[src/rtl/mext_pkg.sv]
// Shared types and constants for the RV32M multiply issue controller.
package mext_pkg;

    // Multiplier operation select, encoded exactly as instruction funct3[1:0]
    typedef enum logic [1:0] {
        MUL    = 2'b00,
        MULH   = 2'b01,
        MULHSU = 2'b10,
        MULHU  = 2'b11
    } mul_op_t;

    // Issue controller states
    typedef enum logic [2:0] {
        IDLE  = 3'd0,
        BUSY  = 3'd1,
        OUT   = 3'd2,
        HOLD  = 3'd3,
        DRAIN = 3'd4
    } mext_state_t;

    localparam logic [6:0] OPC_OP  = 7'b0110011;
    localparam logic [6:0] F7_MEXT = 7'b0000001;

    // True when opcode/funct7 select the M-extension group (mul and div alike)
    function automatic logic mext_enc(input logic [6:0] opcode, input logic [6:0] funct7);
        return (opcode == OPC_OP) && (funct7 == F7_MEXT);
    endfunction

endpackage

[src/rtl/mext_decode.sv]
// Combinational classifier for M-extension R-type instructions sitting in EX.
module mext_decode
    import mext_pkg::*;
(
    input  logic       ex_valid,
    input  logic [6:0] ex_opcode,
    input  logic [2:0] ex_funct3,
    input  logic [6:0] ex_funct7,
    output logic       is_mul,
    output logic       is_div,
    output mul_op_t    mul_op
);

    logic group_s;

    // Split the M group into multiplies (funct3[2]=0) and divides (funct3[2]=1)
    always_comb begin
        group_s = ex_valid && mext_enc(ex_opcode, ex_funct7);
        is_mul  = 1'b0;
        is_div  = 1'b0;
        mul_op  = mul_op_t'(ex_funct3[1:0]);
        if (group_s) begin
            is_mul = !ex_funct3[2];
            is_div = ex_funct3[2];
        end else begin
            is_mul = 1'b0;
            is_div = 1'b0;
        end
    end

endmodule

[src/rtl/mext_issue_ctrl.sv]
// EX-stage controller for RV32M multiplies: launches the iterative multiplier,
// stalls the front end while it runs, and hands the result to MEM.
module mext_issue_ctrl
    import mext_pkg::*;
#(
    parameter int TIMEOUT = 40
) (
    input  logic        clk,
    input  logic        rst,
    input  logic        ex_valid,
    input  logic [6:0]  ex_opcode,
    input  logic [2:0]  ex_funct3,
    input  logic [6:0]  ex_funct7,
    input  logic [31:0] ex_rs1,
    input  logic [31:0] ex_rs2,
    input  logic [4:0]  ex_rd,
    input  logic        flush,
    input  logic        mem_stall,
    output logic        startM,
    output logic [1:0]  mul_opcode,
    output logic [31:0] operand1,
    output logic [31:0] operand2,
    input  logic [31:0] result_multiply,
    input  logic        done,
    output logic        stall_mext,
    output logic        mext_valid,
    output logic [31:0] mext_result,
    output logic [4:0]  mext_rd,
    output logic        mext_illegal,
    output logic        mext_timeout
);

    // Wide enough to hold TIMEOUT plus one step of headroom
    localparam int               CNT_W      = $clog2(TIMEOUT + 2);
    localparam logic [CNT_W-1:0] CNT_ONE    = CNT_W'(1);
    localparam logic [CNT_W-1:0] WDOG_LIMIT = CNT_W'(TIMEOUT);

    mext_state_t      state_r;
    logic [CNT_W-1:0] wdog_cnt_r;
    logic [CNT_W-1:0] wdog_inc_s;
    logic             wdog_hit_s;
    logic [4:0]       rd_lat_r;
    logic [31:0]      result_r;
    logic [4:0]       rd_r;
    logic             valid_r;
    logic             illegal_r;
    logic             timeout_r;

    logic             is_mul_s;
    logic             is_div_s;
    mul_op_t          dec_op_s;
    logic             start_s;
    logic             stall_s;

    mext_decode u_decode (
        .ex_valid  (ex_valid),
        .ex_opcode (ex_opcode),
        .ex_funct3 (ex_funct3),
        .ex_funct7 (ex_funct7),
        .is_mul    (is_mul_s),
        .is_div    (is_div_s),
        .mul_op    (dec_op_s)
    );

    // The counter holds the number of cycles since the start pulse; the
    // watchdog fires when the next value would reach TIMEOUT, so the flag and
    // the return to IDLE become visible exactly TIMEOUT cycles after start.
    assign wdog_inc_s = wdog_cnt_r + CNT_ONE;
    assign wdog_hit_s = (wdog_inc_s >= WDOG_LIMIT);

    // Same-cycle launch and stall decisions derived from the registered state
    always_comb begin
        start_s = 1'b0;
        stall_s = 1'b0;
        if (rst) begin
            start_s = 1'b0;
            stall_s = 1'b0;
        end else begin
            case (state_r)
                IDLE: begin
                    start_s = is_mul_s && !flush;
                    stall_s = is_mul_s && !flush;
                end
                BUSY: begin
                    stall_s = 1'b1;
                end
                OUT: begin
                    stall_s = 1'b0;
                end
                HOLD: begin
                    // Released in the transfer cycle so EX retires the multiply
                    // and IDLE does not see the same instruction again.
                    stall_s = mem_stall;
                end
                DRAIN: begin
                    // A new multiply must wait for the abandoned one to finish
                    stall_s = is_mul_s;
                end
                default: begin
                    start_s = 1'b0;
                    stall_s = 1'b0;
                end
            endcase
        end
    end

    assign startM     = start_s;
    assign stall_mext = stall_s;
    assign mul_opcode = start_s ? 2'(dec_op_s) : 2'b00;
    assign operand1   = start_s ? ex_rs1 : 32'h0000_0000;
    assign operand2   = start_s ? ex_rs2 : 32'h0000_0000;

    // Issue/complete FSM with result capture, watchdog and error flags
    always_ff @(posedge clk) begin
        if (rst) begin
            state_r    <= IDLE;
            wdog_cnt_r <= '0;
            rd_lat_r   <= 5'd0;
            result_r   <= 32'h0000_0000;
            rd_r       <= 5'd0;
            valid_r    <= 1'b0;
            illegal_r  <= 1'b0;
            timeout_r  <= 1'b0;
        end else begin
            illegal_r <= is_div_s && !flush;
            case (state_r)
                IDLE: begin
                    valid_r <= 1'b0;
                    if (start_s) begin
                        rd_lat_r   <= ex_rd;
                        wdog_cnt_r <= CNT_ONE;
                        state_r    <= BUSY;
                    end else begin
                        wdog_cnt_r <= '0;
                        state_r    <= IDLE;
                    end
                end
                BUSY: begin
                    if (flush && done) begin
                        // Flush wins; the multiplier has already finished
                        state_r <= IDLE;
                    end else if (flush) begin
                        wdog_cnt_r <= wdog_inc_s;
                        state_r    <= DRAIN;
                    end else if (done) begin
                        result_r <= result_multiply;
                        rd_r     <= rd_lat_r;
                        valid_r  <= 1'b1;
                        state_r  <= mem_stall ? HOLD : OUT;
                    end else if (wdog_hit_s) begin
                        timeout_r <= 1'b1;
                        state_r   <= IDLE;
                    end else begin
                        wdog_cnt_r <= wdog_inc_s;
                        state_r    <= BUSY;
                    end
                end
                OUT: begin
                    valid_r <= 1'b0;
                    state_r <= IDLE;
                end
                HOLD: begin
                    if (!mem_stall) begin
                        valid_r <= 1'b0;
                        state_r <= IDLE;
                    end else begin
                        valid_r <= 1'b1;
                        state_r <= HOLD;
                    end
                end
                DRAIN: begin
                    if (done) begin
                        state_r <= IDLE;
                    end else if (wdog_hit_s) begin
                        timeout_r <= 1'b1;
                        state_r   <= IDLE;
                    end else begin
                        wdog_cnt_r <= wdog_inc_s;
                        state_r    <= DRAIN;
                    end
                end
                default: begin
                    valid_r <= 1'b0;
                    state_r <= IDLE;
                end
            endcase
        end
    end

    assign mext_valid   = valid_r;
    assign mext_result  = result_r;
    assign mext_rd      = rd_r;
    assign mext_illegal = illegal_r;
    assign mext_timeout = timeout_r;

endmodule

[config.mk]
export PLATFORM = sky130hd
export DESIGN_NAME = mext_issue_ctrl
export DESIGN_NICKNAME = d
export VERILOG_FILES = /design/src/rtl/mext_pkg.sv /design/src/rtl/mext_decode.sv /design/src/rtl/mext_issue_ctrl.sv
export SDC_FILE = /design/constraint.sdc
export NUM_CORES = 1
export LEC_CHECK = 0
export CAP_MARGIN = 0
export CELL_PAD_IN_SITES_DETAIL_PLACEMENT = 1
export CELL_PAD_IN_SITES_GLOBAL_PLACEMENT = 1
export CORE_MARGIN = 1
export CORE_UTILIZATION = 19
export CTS_CLUSTER_SIZE = 40
export DETAILED_ROUTE_END_ITERATION = 10
export PLACE_DENSITY_LB_ADDON = 0.2
export SLEW_MARGIN = 25
export SYNTH_ARGS = -nofsm -noshare
export SYNTH_HDL_FRONTEND = slang
export SYNTH_SLANG_ARGS = --single-unit
[constraint.sdc]
create_clock -name clk -period 1.9 [get_ports clk]
set_input_delay 0.285 -clock clk [delete_from_list [all_inputs] [get_ports clk]]
set_output_delay 0.285 -clock clk [all_outputs]
set_load 0.005 [all_outputs]
; ---- Word level (Yosys, flattened, before mapping)
; Index checks and enable logic that the tools add are counted.
[word_totals]
elab_cells = 71
mem_bits_rw = 0
mem_bits_ro = 0
output_inout_bits = 108
latchBits = 0
mem_count = 0
regBits = 54
in_bits = 124
[op_classes]
reduce_logical = 15
n_addsub = 1
muxes = 35
n_eq_ne = 8
n_lt_le_gt_ge = 1
n_mul = 0
n_bitwise = 3
div = 0
n_shift = 0
[op_table]
columns = operator, count
row1 = two-way mux 32 bit, 2
row2 = two-way mux 6 bit, 4
row3 = one-hot mux 6 bit (3 select lines), 1
row4 = two-way mux 1 bit, 17
row5 = two-way mux 3 bit, 4
row6 = one-hot mux 3 bit (4 select lines), 1
row7 = AND reduction 4 bit, 2
row8 = equality test 7 x 1 -> 1 bit (second input constant), 1
row9 = equality test 7 x 6 -> 1 bit (second input constant), 1
row10 = adder 6 x 1 -> 6 bit (second input constant), 1
row11 = greater-or-equal comparator 6 bit (second input constant), 1
row12 = two-way mux 2 bit, 3
row13 = != test 2 bit (second input constant), 3
row14 = logical AND 1 bit, 5
row15 = one-hot mux 1 bit (4 select lines), 1
row16 = AND reduction 2 bit, 2
row17 = equality test 3 x 1 -> 1 bit (second input constant), 1
row18 = equality test 3 x 2 -> 1 bit (second input constant), 1
row19 = equality test 3 bit (second input constant), 1
row20 = zero test 3 bit, 1
row21 = NOT 1 bit, 3
row22 = one-hot mux 1 bit (3 select lines), 1
row23 = AND reduction 3 bit, 1
row24 = nonzero test 3 bit, 1
row25 = other kinds (3), 4

; ---- Depth between registers and ports, before layout
[logic_depth]
ltp_word = 9
ltp_mapped = 8
mapped_depth_nobuf = 6

; ---- Cells and area by module
; A second synthesis with hierarchy kept.
[unflattened]
hier_cells = 370
area_unflattened_um2 = 2783.9
[by_module_without_submodules]
columns = mod, seq_area_each_um2, instances, area_per_inst_um2, cells_each
row1 = mext_issue_ctrl, 1081.0, 1, 2711.4, 361
row2 = mext_decode, 0.0, 1, 72.6, 9

; ---- Least setup slack after synthesis
; Ideal clock, no wire load.
[synth_timing]
kind = in2out
start = input port ex_funct7[1]
end = output port operand1[23]
path_buffers = 2
stages = 7
setup_slack_ns = -0.009
arrival_ns = 1.624
cell_sequence = nor4b_1 nand4_1 nor4_2 and2b_1 buf_2 clkbuf_2 and2_1
[synth_between]
elab_chain_cells = 8
[synth_lines]
columns = element, line
row1 = start: declaration, mext_issue_ctrl.sv:13  ; input logic [6:0] ex_funct7,
row2 = equality test 7 x 1 -> 1 bit, mext_pkg.sv:26  ; return (opcode == OPC_OP) && (funct7 == F7_MEXT);
row3 = logical AND 1 bit, mext_pkg.sv:26
row4 = logical AND 1 bit, mext_decode.sv:18  ; group_s = ex_valid && mext_enc(ex_opcode, ex_funct7);
row5 = two-way mux 1 bit, mext_decode.sv:22  ; if (group_s) begin
row6 = logical AND 1 bit, mext_issue_ctrl.sv:81  ; start_s = is_mul_s && !flush;
row7 = two-way mux 1 bit, mext_issue_ctrl.sv:79  ; case (state_r)
row8 = two-way mux 1 bit, mext_issue_ctrl.sv:75  ; if (rst) begin
row9 = two-way mux 32 bit, mext_issue_ctrl.sv:110  ; assign operand1 = start_s ? ex_rs1 : 32'h0000_0000;
row10 = end: declaration, mext_issue_ctrl.sv:21  ; output logic [31:0] operand1,
; Every way passes these cells.

; ---- Worst setup path in the final report
[layout_timing]
start = register state_r[1]
end = output port operand1[14]
[layout_between]
elab_chain_cells = 4
[layout_lines]
columns = element, line
row1 = start: declaration, mext_issue_ctrl.sv:38  ; mext_state_t state_r;
row2 = start signal: assignment, mext_issue_ctrl.sv:149  ; state_r <= mem_stall ? HOLD : OUT;
row3 = zero test 3 bit, mext_issue_ctrl.sv:79
row4 = two-way mux 1 bit, mext_issue_ctrl.sv:79
row5 = two-way mux 1 bit, mext_issue_ctrl.sv:75
row6 = two-way mux 32 bit, mext_issue_ctrl.sv:110
; Every way passes these cells.

==> impl_metrics.env <==
export IMPL_status="complete, but fails checks"
export IMPL_violations="setup timing"
export IMPL_ys_seq_area_frac=0.3866
export IMPL_syn_nets=486
export IMPL_grt_util_all_layers=0.1669
export IMPL_synth_top_cell_area_share=0.3866
export IMPL_finalCritPeriodShare=1.229
export IMPL_synth_seq_cells=54
export IMPL_cp_top_family="simple AND/OR/NAND/NOR gates"
export IMPL_grt_max_degree=55
export IMPL_slowest_delay_ns=0.40
export IMPL_leakage_nw=2.466
export IMPL_die_y_um=123.3
export IMPL_numCtsBuffers=5
export IMPL_initial_core_util=0.1984
export IMPL_clkTransAtPathRegs_ns=0.07
export IMPL_wirelength_um=13230
export IMPL_peakVddDrop_uv=452.4
export IMPL_yosys_warnings=0
export IMPL_fin_skew_ns=0.003048
export IMPL_slew_viol_final=0
export IMPL_syn_area_per_cell_um2=7.768
export IMPL_cts_tree="yes"
export IMPL_clockRootBuffer="clkbuf_16"
export IMPL_post_synth_top_count_cell="nand2_1"
export IMPL_synthTopCellsByCount="nand2_1, and2_1, dfxtp_1"
export IMPL_worstPathMaxFanout=6
export IMPL_area_growth_syn_to_layout_pct=116.9
export IMPL_endpoint="operand1[14]"
export IMPL_cp_start_kind="flip-flop"
export IMPL_cts_htree_levels=2
export IMPL_synth_compound_area_frac=0.1548
export IMPL_synth_top_cell_by_area="dfxtp_1"
export IMPL_synthMuxAreaShare=0.02148
export IMPL_rsz0062_at_grt="true"
export IMPL_port_buffers=231
export IMPL_antenna_found_initial=0
export IMPL_drtAntennaViolNets=0
export IMPL_synth_edf_count=0
export IMPL_nets=750
export IMPL_synth_top_family_by_area="simple AND/OR/NAND/NOR gates"
export IMPL_grt_pass1_vias=3732
export IMPL_wire_per_inst_um=16.44
export IMPL_ys_types=54
export IMPL_max_freq_mhz=428.2
export IMPL_final_util=0.4302
export IMPL_synthAdderAreaFrac=0.008949
export IMPL_end_kind="output port"
export IMPL_drive_gt1_frac=0.3312
export IMPL_slowest_stage="or3_4"
export IMPL_synthXorXnorAreaFrac=0.003132
export IMPL_drt_vias_per_instance=4.381
export IMPL_die_w_um=123.3
export IMPL_synthCells=360
export IMPL_crit_top_cell="buf_12"
export IMPL_syn_area_mm2=0.002796
export IMPL_r2r_cells=5
export IMPL_drt_first_pass_iters=4
export IMPL_core_area_mm2=0.01410
export IMPL_placed_cells=778
export IMPL_cp_num_buf_inv=4
export IMPL_synth_simple_area_share=0.3772
export IMPL_reg2reg_to="wdog_cnt_r[5]"
export IMPL_dp_hpwl_um=9589
export IMPL_required_ns=1.62
export IMPL_crit_start="state_r[1]"
export IMPL_final_cells=805
export IMPL_worst_pin_slew_ns=0.6278
export IMPL_r2r_slack_ns=0.07
export IMPL_path_cells="or3_4 > nor4_4 > and2b_2 > buf_12 > buf_12 > buf_16 > and2_4 > buf_6"
export IMPL_floorplan_die_area_mm2=0.01521
export IMPL_fin_crit_ns=2.335
export IMPL_cp_arrival_ns=2.05
export IMPL_cp_depth=8
export IMPL_cts_sinks=54
export IMPL_gr_total_overflow=0
export IMPL_drc=0
export IMPL_insertion_delay_ns=0.30
export IMPL_cts_buffer_depth=2
export IMPL_criticalPathCategory="reg -> out"
export IMPL_ios=232
export IMPL_cap_violations=0
export IMPL_first_iter_violations=79
export IMPL_slew_headroom=0.5815
export IMPL_n_fill_cell=1628
export IMPL_vias=3527
export IMPL_async_reset_ff_frac=0
export IMPL_setup_viol=68
export IMPL_diodes=0
export IMPL_hold_path_class="in -> reg"
export IMPL_synth_area_leaders="dfxtp_1, and2_1, nand2_1"
export IMPL_power_density_mw_per_mm2=389.9
export IMPL_reg2reg_from="state_r[2]"
export IMPL_place_congestion=0.7655
export IMPL_ys_flop_type="dfxtp_1"
export IMPL_rows=43
export IMPL_layout_setup_ws_ns=-0.4351
export IMPL_hold_viol_final=0
export IMPL_grt_pass1_wl_um=19500
area by class of cell:
| class | instances | area, µm² | share of cell area |
|---|---|---|---|
| timing repair buffer | 283 | 2801 | 0.4619 |
| multi-input combinational | 277 | 1799 | 0.2967 |
| sequential | 54 | 1085 | 0.1789 |
| tap | 180 | 225.2 | 0.03714 |
| clock buffer | 6 | 128.9 | 0.02125 |
| clock inverter | 2 | 13.76 | 0.002269 |
| inverter | 3 | 11.26 | 0.001857 |
placed cells by master, fill, tap and decap left out, types with 3 or more instances in the layout:
cell | netlist | routed
nor2b_1 | 4 | 4
buf_12 | 0 | 6
nand3_1 | 4 | 3
mux2i_1 | 6 | 5
dfxtp_1 | 54 | 51
buf_16 | 0 | 5
a21oi_1 | 40 | 40
nand2_1 | 80 | 80
clkbuf_2 | 3 | 8
and2_4 | 1 | 42
buf_2 | 8 | 27
o21ai_0 | 5 | 5
buf_4 | 1 | 33
and2_1 | 67 | 26
dfxtp_2 | 0 | 3
dlygate4sd2_1 | 0 | 4
nand2b_1 | 4 | 4
inv_1 | 3 | 3
buf_6 | 1 | 51
clkbuf_16 | 0 | 6
nor2_1 | 12 | 12
nand3b_1 | 3 | 3
clkdlybuf4s50_1 | 0 | 146
through the flow:
| step | hold slack, ns | cell area [µm²] | TNS [ns] | total power [mW] | setup WS, ns |
|---|---|---|---|---|---|
| floorplan | 0.4210 | 2799 | 0 | 1.187 | 0.01525 |
| global placement | 0.4411 | 5492 | -75.32 | 1.455 | -0.9764 |
| detailed placement | 0.4499 | 5492 | -81.37 | 1.456 | -1.051 |
| CTS | 0.4589 | 5866 | -30.03 | 2.396 | -0.5445 |
| global route | 0.4703 | 6065 | -32.50 | 2.474 | -0.5463 |
| finish | 0.4497 | 6065 | -24.53 | 2.364 | -0.4351 |
sequential cells by signal, summed over array words and instances, names as in the netlist:
register / cells
mext_result: 32
mext_timeout: 1
wdog_cnt_r: 6
mext_rd: 5
state_r: 3
rd_lat_r: 5
mext_valid: 1
mext_illegal: 1
power by group:
part,total (mW),switching (mW),internal [mW]
registers,1.13,0.00000138,1.13
clock network,0.931,0.440,0.491
logic,0.303,0.0762,0.227
per-layer routing:
metal,up-vias,GRT usage,part of all wire
li1,1726,-,-
met5,-,0,0
met2,140,0.3307,0.53
met4,0,0.04066,0.012
met3,10,0.05028,0.092
met1,1651,0.1667,0.36
worst reg2reg max path, cell delays in order (launching register included):
cell      delay [ns]
dfxtp_2         0.32
buf_4           0.15
and2_4          0.16
a311o_1         0.31
or4_4           0.53
a221oi_2        0.28
cell families after synthesis:
group           Yosys count
simple gates            200
compound gates           68
flops                    54
buf+inv                  29
mux                       6
fa+ha+maj                 2
xor+xnor                  1
how the worst min path moves through the flow:
stage | startpoint | end | slack, ns | cells past startpoint
detailed placement | mext_result[20] | mext_result[20] | 0.45 | 2
global route | flush | mext_illegal | 0.47 | 3
finish | flush | mext_illegal | 0.45 | 3
floorplan | result_multiply[0] | mext_result[0] | 0.42 | 2
CTS | mext_result[2] | mext_result[2] | 0.46 | 2
global placement | rd_lat_r[4] | mext_rd[4] | 0.44 | 2
what timing repair did:
action                                  CTS  global route
pin swaps                                20            37
hold endpoints to repair                  0             0
buffers inserted                         21             3
hold buffers                              0             0
gates cloned                              6             1
endpoints found under the setup margin   80           119
gates resized for setup                 320           115
(Power assumes the default switching activity.)
